[config.mk]
export PLATFORM = sky130hd
export DESIGN_NAME = mag_comp_arbiter_flat
export DESIGN_NICKNAME = d
export VERILOG_FILES = /design/src/rtl/mag_comp_arbiter_pkg.sv /design/src/rtl/mag_comp_arbiter_if.sv /design/src/rtl/mag_comp4.sv /design/src/rtl/mag_comp_arbiter.sv /design/src/flat_wrapper.sv
export SDC_FILE = /design/constraint.sdc
export NUM_CORES = 1
export LEC_CHECK = 0
export CORE_ASPECT_RATIO = 0.8
export CORE_MARGIN = 1
export CORE_UTILIZATION = 42
export CTS_CLUSTER_SIZE = 28
export DETAILED_ROUTE_END_ITERATION = 8
export GPL_ROUTABILITY_DRIVEN = 0
export PLACE_DENSITY = 0.65
export SLEW_MARGIN = 20
export SYNTH_ARGS = -nofsm -noshare
export SYNTH_HDL_FRONTEND = slang
export SYNTH_SLANG_ARGS = --single-unit
[constraint.sdc]
create_clock -name clk -period 3.31 [get_ports clk]
set_input_delay 0.8275 -clock clk [delete_from_list [all_inputs] [get_ports clk]]
set_output_delay 0.8275 -clock clk [all_outputs]
set_load 0.005 [all_outputs]
[src/rtl/mag_comp_arbiter_pkg.sv]
`default_nettype none
// ---------------------------------------------------------------------
// mag_comp_arbiter_pkg : shared width default and FSM state encoding
// Rev 1.0
// ---------------------------------------------------------------------
package mag_comp_arbiter_pkg;

    localparam int WIDTH_DEFAULT = 4;

    localparam logic [1:0] ST_IDLE = 2'd0;
    localparam logic [1:0] ST_EVAL = 2'd1;
    localparam logic [1:0] ST_RESP = 2'd2;

    typedef enum logic [1:0] {
        S_IDLE = ST_IDLE,
        S_EVAL = ST_EVAL,
        S_RESP = ST_RESP
    } state_e;

endpackage
`default_nettype wire

[src/rtl/mag_comp_arbiter_if.sv]
`default_nettype none
// ---------------------------------------------------------------------
// mag_comp_arbiter_if : request/operand/result bundle for both ports
// Rev 1.0
// ---------------------------------------------------------------------
interface mag_comp_arbiter_if #(
    parameter int WIDTH = mag_comp_arbiter_pkg::WIDTH_DEFAULT
);
    logic             req0;
    logic             req1;
    logic [WIDTH-1:0] a0;
    logic [WIDTH-1:0] b0;
    logic [WIDTH-1:0] a1;
    logic [WIDTH-1:0] b1;
    logic             busy0;
    logic             busy1;
    logic             drop0;
    logic             drop1;
    logic             done0;
    logic             done1;
    logic             aeqb;
    logic             agtb;
    logic             altb;

    modport master (
        output req0, req1, a0, b0, a1, b1,
        input  busy0, busy1, drop0, drop1, done0, done1, aeqb, agtb, altb
    );

    modport slave (
        input  req0, req1, a0, b0, a1, b1,
        output busy0, busy1, drop0, drop1, done0, done1, aeqb, agtb, altb
    );
endinterface
`default_nettype wire

[src/rtl/mag_comp4.sv]
`default_nettype none
// ---------------------------------------------------------------------
// mag_comp4 : combinational unsigned magnitude comparator
// Rev 1.0
// ---------------------------------------------------------------------
module mag_comp4
    import mag_comp_arbiter_pkg::*;
#(
    parameter int WIDTH = WIDTH_DEFAULT
) (
    input  wire logic [WIDTH-1:0] a,
    input  wire logic [WIDTH-1:0] b,
    output logic                  aeqb,
    output logic                  agtb,
    output logic                  altb
);
    assign aeqb = (a == b);
    assign agtb = (a > b);
    assign altb = (a < b);
endmodule
`default_nettype wire

[src/rtl/mag_comp_arbiter.sv]
`default_nettype none
// ---------------------------------------------------------------------
// mag_comp_arbiter : two requesters share one comparator, round-robin
// Rev 1.0
// ---------------------------------------------------------------------
module mag_comp_arbiter
    import mag_comp_arbiter_pkg::*;
#(
    parameter int WIDTH = WIDTH_DEFAULT
) (
    input  wire logic          clk,
    input  wire logic          rst_n,
    mag_comp_arbiter_if.slave  bus
);
    state_e           r_state;
    logic             r_pend0, r_pend1;
    logic [WIDTH-1:0] r_a0, r_b0, r_a1, r_b1;
    logic [WIDTH-1:0] r_cmp_a, r_cmp_b;
    logic             r_grant;
    logic             r_drop0, r_drop1, r_done0, r_done1;
    logic             r_aeqb, r_agtb, r_altb;

    logic w_busy0, w_busy1, w_pick1, w_take0, w_take1;
    logic w_eq, w_gt, w_lt;

    assign w_busy0 = r_pend0 | ((r_state != S_IDLE) & ~r_grant);
    assign w_busy1 = r_pend1 | ((r_state != S_IDLE) &  r_grant);

    // r_grant doubles as last-grant; on a tie the port not served last wins
    assign w_pick1 = r_pend1 & (~r_pend0 | ~r_grant);
    assign w_take0 = (r_state == S_IDLE) & r_pend0 & ~w_pick1;
    assign w_take1 = (r_state == S_IDLE) & w_pick1;

    mag_comp4 #(.WIDTH(WIDTH)) u_cmp (
        .a    (r_cmp_a),
        .b    (r_cmp_b),
        .aeqb (w_eq),
        .agtb (w_gt),
        .altb (w_lt)
    );

    always_ff @(posedge clk) begin
        if (!rst_n) begin
            r_state <= S_IDLE;
            r_pend0 <= 1'b0;
            r_pend1 <= 1'b0;
            r_a0    <= '0;
            r_b0    <= '0;
            r_a1    <= '0;
            r_b1    <= '0;
            r_cmp_a <= '0;
            r_cmp_b <= '0;
            r_grant <= 1'b1;
            r_drop0 <= 1'b0;
            r_drop1 <= 1'b0;
            r_done0 <= 1'b0;
            r_done1 <= 1'b0;
            r_aeqb  <= 1'b0;
            r_agtb  <= 1'b0;
            r_altb  <= 1'b0;
        end else begin
            r_drop0 <= bus.req0 & w_busy0;
            r_drop1 <= bus.req1 & w_busy1;
            r_done0 <= 1'b0;
            r_done1 <= 1'b0;

            if (bus.req0 && !w_busy0) begin
                r_pend0 <= 1'b1;
                r_a0    <= bus.a0;
                r_b0    <= bus.b0;
            end else if (w_take0) begin
                r_pend0 <= 1'b0;
            end

            if (bus.req1 && !w_busy1) begin
                r_pend1 <= 1'b1;
                r_a1    <= bus.a1;
                r_b1    <= bus.b1;
            end else if (w_take1) begin
                r_pend1 <= 1'b0;
            end

            case (r_state)
                S_IDLE: begin
                    if (r_pend0 || r_pend1) begin
                        r_state <= S_EVAL;
                        r_grant <= w_pick1;
                        r_cmp_a <= w_pick1 ? r_a1 : r_a0;
                        r_cmp_b <= w_pick1 ? r_b1 : r_b0;
                    end
                end
                S_EVAL: begin
                    r_aeqb  <= w_eq;
                    r_agtb  <= w_gt;
                    r_altb  <= w_lt;
                    r_done0 <= ~r_grant;
                    r_done1 <= r_grant;
                    r_state <= S_RESP;
                end
                S_RESP:  r_state <= S_IDLE;
                default: r_state <= S_IDLE;
            endcase
        end
    end

    assign bus.busy0 = w_busy0;
    assign bus.busy1 = w_busy1;
    assign bus.drop0 = r_drop0;
    assign bus.drop1 = r_drop1;
    assign bus.done0 = r_done0;
    assign bus.done1 = r_done1;
    assign bus.aeqb  = r_aeqb;
    assign bus.agtb  = r_agtb;
    assign bus.altb  = r_altb;
endmodule
`default_nettype wire

[src/flat_wrapper.sv]
// flat-port wrapper written by rule: the top's interface ports become plain ports
module mag_comp_arbiter_flat import mag_comp_arbiter_pkg::*;
#(
    parameter int WIDTH = WIDTH_DEFAULT
)
  (clk, rst_n, bus_req0, bus_req1, bus_a0, bus_b0, bus_a1, bus_b1, bus_busy0, bus_busy1, bus_drop0, bus_drop1, bus_done0, bus_done1, bus_aeqb, bus_agtb, bus_altb);
  mag_comp_arbiter_if #(.WIDTH(WIDTH)) bus_i ();
  input  wire logic clk;
  input  wire logic rst_n;
  input wire logic [$bits(bus_i.req0)-1:0] bus_req0;
  input wire logic [$bits(bus_i.req1)-1:0] bus_req1;
  input wire logic [$bits(bus_i.a0)-1:0] bus_a0;
  input wire logic [$bits(bus_i.b0)-1:0] bus_b0;
  input wire logic [$bits(bus_i.a1)-1:0] bus_a1;
  input wire logic [$bits(bus_i.b1)-1:0] bus_b1;
  output wire logic [$bits(bus_i.busy0)-1:0] bus_busy0;
  output wire logic [$bits(bus_i.busy1)-1:0] bus_busy1;
  output wire logic [$bits(bus_i.drop0)-1:0] bus_drop0;
  output wire logic [$bits(bus_i.drop1)-1:0] bus_drop1;
  output wire logic [$bits(bus_i.done0)-1:0] bus_done0;
  output wire logic [$bits(bus_i.done1)-1:0] bus_done1;
  output wire logic [$bits(bus_i.aeqb)-1:0] bus_aeqb;
  output wire logic [$bits(bus_i.agtb)-1:0] bus_agtb;
  output wire logic [$bits(bus_i.altb)-1:0] bus_altb;
  assign bus_i.req0 = bus_req0;
  assign bus_i.req1 = bus_req1;
  assign bus_i.a0 = bus_a0;
  assign bus_i.b0 = bus_b0;
  assign bus_i.a1 = bus_a1;
  assign bus_i.b1 = bus_b1;
  assign bus_busy0 = bus_i.busy0;
  assign bus_busy1 = bus_i.busy1;
  assign bus_drop0 = bus_i.drop0;
  assign bus_drop1 = bus_i.drop1;
  assign bus_done0 = bus_i.done0;
  assign bus_done1 = bus_i.done1;
  assign bus_aeqb = bus_i.aeqb;
  assign bus_agtb = bus_i.agtb;
  assign bus_altb = bus_i.altb;
  mag_comp_arbiter #(.WIDTH(WIDTH)) u_core (.clk(clk), .rst_n(rst_n), .bus(bus_i));
endmodule
==> flow_metrics.py <==
metrics = {
    "detailed_routing": {
        "totalWireLength_um": 2780,
        "antenna_left": 0,
        "post_drt_wl_per_cell_um": 11.9,
        "drc": 0,
        "dr.first_iter.drc_count": 54,
        "drt_pre_antenna_iters": 4,
        "num_vias": 1187,
        "routed_via_density": 5.09,
    },
    "synth": {
        "yosysWarnings": 0,
        "syn_inst": 167,
        "yosys.area.top_type_share_pct": 48.5,
        "yosysTopAreaCell": "dfxtp_1",
        "synth_commonest_cells": "36 x dfxtp_1, 29 x o21ai_0, 20 x nand2_1",
        "yosys_register_bits": 36,
        "async_flop_share_pct": 0,
        "yosysUniqueCellTypes": 28,
        "synth_edf_count": 0,
        "synth.cell_area_um2": 1490,
        "yosysSeqAreaShare_pct": 48.5,
        "ys.flop_type": "dfxtp_1",
        "syn-num-nets": 191,
        "ys_top_cells_by_area": "dfxtp_1 49%, o21ai_0 9.8%, mux2i_1 5.4%, nand3_1 5.4%, nand2_1 5.1%",
        "synth_most_common_cell": "dfxtp_1",
        "synth.avg_cell_area_um2": 8.89,
    },
    "placed_design": {
        "hpwlAfterDp_um": 1960,
        "portBuffers": 28,
        "dp.cells": 226,
    },
    "clocking": {
        "postCtsSetupRepairBufs": 0,
        "hold_buffers": 0,
        "cts.path.max_buffers": 2,
        "worstSkewPairLatency_ns": 0.28,
        "tritoncts": "yes",
        "cts_resized": 0,
        "clock-sinks": 36,
        "cts_made_buffers": 5,
        "clk_pin_slew_worst_paths_ns": 0.07,
        "ctsRootBufferMaster": "clkbuf_8",
        "cts_htree_levels": 2,
    },
    "worst_setup_path": {
        "required_ns": 2.48,
        "crit_chain": "or2_4 > a21o_2 > clkdlybuf4s50_1",
        "crit_path_top_delay_cell": "clkdlybuf4s50_1",
        "reg2reg_setup_slack_ns": 1.84,
        "cpPeakStageDelay_ns": 0.44,
        "arrival_ns": 1.54,
        "timing.rr.end": "u_core.r_b1[2]",
        "worstRegToRegCells": 3,
        "path_class": "reg -> out",
        "start_kind": "flop",
        "r2r-start": "u_core.r_state[1]",
        "worstSetupEndpointType": "primary output",
        "crit_path_max_fanout": 4,
    },
    "hold_path": {
        "hold_path_class": "reg -> reg",
        "min_path_cells": 2,
        "hold_start": "u_core.r_a1[0]",
        "hold_end": "u_core.r_a1[0]",
    },
    "cells_and_area": {
        "nNetsFinal": 217,
        "fillers": 295,
        "post-route-util_pct": 56.8,
        "fin_cells": 233,
        "diodes": 0,
        "drive_above_1_share_pct": 7.77,
        "syn_to_final_growth_pct": 23.3,
    },
    "global_route": {
        "top_usage_layer": "met2",
        "grtUsageTotal_pct": 16.6,
        "met2_usage_pct": 29.9,
        "antenna_found_initial": 0,
        "grt_overflow": 0,
        "grt_max_degree": 53,
        "met3_usage_pct": 4.92,
        "grt_use_met1_pct": 18.3,
        "grt_pass1_vias": 1045,
        "grt_pass1_wl_um": 4440,
    },
    "power": {
        "p_int_uw": 726,
        "pwr-share-comb_pct": 20.7,
        "leakage_nw": 0.708,
        "switchingPower_uw": 275,
        "seqPwrFrac_pct": 50.8,
        "p_sw_share_pct": 27.5,
        "peakVddDrop_mv": 0.335,
        "power_frac_clock_pct": 28.5,
        "pwr_density_cell_nw_per_um2": 547,
    },
    "sta": {
        "slew_headroom_pct": 54.5,
        "rsz0062_at_grt": "no",
        "fmax_mhz": 422,
        "finalMaxSlewViolations": 0,
        "fin_hold_ws_ns": 0.458,
        "final.setup.tns_ns": 0,
        "hold_violations": 0,
        "period_needed_ns": 2.37,
        "finalCritPeriodShare_pct": 71.6,
        "worst_pin_slew_ns": 0.681,
        "skew_ns": 0.00775,
        "finalSetupViolCount": 0,
    },
    "floorplanning": {
        "core_area_um2": 3220,
        "pin_count": 29,
        "num_rows": 18,
        "start_util_pct": 46.1,
        "fp.dieArea_um2": 3780,
        "fp.dieH_um": 55.2,
        "die_w_um": 68.5,
    },
    "outcome": {
        "status": "finished, final reports clean",
    },
    "run": {
        "cap_violations": 0,
    },
}
==> cells in the final DEF, fill, tap and decap left out, drive strengths merged, types with 2 or more instances in the layout <==
cell           instances
inv                    9
clkdlybuf4s50         28
a21oi                 12
dfxtp                 36
mux2i                  8
o21ai                 29
nand3                 16
a21boi                 2
ha                     4
buf                    2
nor2                   5
clkbuf                 6
nand2                 20
and3                   5
==> worst max-delay path: cells and delay by family, from the launching register on <==
| family | cells | cell delay, ns |
|---|---|---|
| buffers and inverters | 1 | 0.44 |
| flip-flops | 1 | 0.32 |
| AND/OR/NAND/NOR | 1 | 0.28 |
| AO/OA/AOI/OAI | 1 | 0.23 |
==> worst max path at each step <==
stage                            startpoint        endpoint  slack, ns  depth (start not counted)
after global routing      u_core.r_state[1]       bus_busy1       0.88                          3
after detailed placement           bus_req1  u_core.r_b1[2]       1.06                          4
after global placement             bus_req1  u_core.r_a1[0]       1.11                          4
after floorplan           u_core.r_state[1]       bus_busy1       1.70                          2
final                     u_core.r_state[1]       bus_busy1       0.94                          3
after CTS                 u_core.r_state[1]       bus_busy1       0.93                          3
==> per-stage QoR <==
stage	instance area (um2)	setup slack [ns]	total power, mW
final	1830	0.940	1.00
after detailed placement	1750	1.06	0.727
after CTS	1830	0.928	1.01
after global placement	1750	1.11	0.720
after floorplan	1490	1.70	0.655
after global routing	1830	0.876	1.06
==> layout make-up <==
type	instances	area (um2)	area share, %
Timing Repair Buffer	30	295	16.1
Inverter	9	33.8	1.85
Sequential cell	36	721	39.4
Multi-Input combinational cell	111	653	35.7
Tap cell	40	50.0	2.73
Clock inverter	1	5.00	0.273
Clock buffer	6	72.6	3.96
==> flip-flops by register name, summed over array words and instances (netlist names), 2 cells and up <==
signal	cells
u_core.r_a0	4
u_core.r_a1	4
u_core.r_b0	4
u_core.r_b1	4
u_core.r_cmp_a	4
u_core.r_cmp_b	4
u_core.r_state	2
==> logic make-up (layout without fill, tap and decap cells) <==
logic type	count (synthesis)	in the layout	synth area share [%]
AND/OR/NAND/NOR	50	50	16.0
AO/OA/AOI/OAI	49	49	19.2
flip-flops	36	36	48.5
buffers and inverters	20	46	7.50
multiplexers	8	8	5.39
adder cells (fa/ha/maj)	4	4	3.37
==> layer usage <==
layer / up-vias / share of wire [%]
met5: - / 0
li1: 623 / -
met2: 23 / 48
met4: 0 / 1.5
met1: 537 / 47
met3: 4 / 3.8
==> power groups by stage <==
stage          Clock [mW]  Combinational, mW  Sequential, mW
3_5_place_dp            0              0.208           0.518
2_1_floorplan           0              0.145           0.510
3_3_place_gp            0              0.203           0.517
4_1_cts             0.295              0.210           0.509
5_1_grt             0.314              0.234           0.514
6_report            0.285              0.207           0.509
Power figures use the tool's default switching activity.
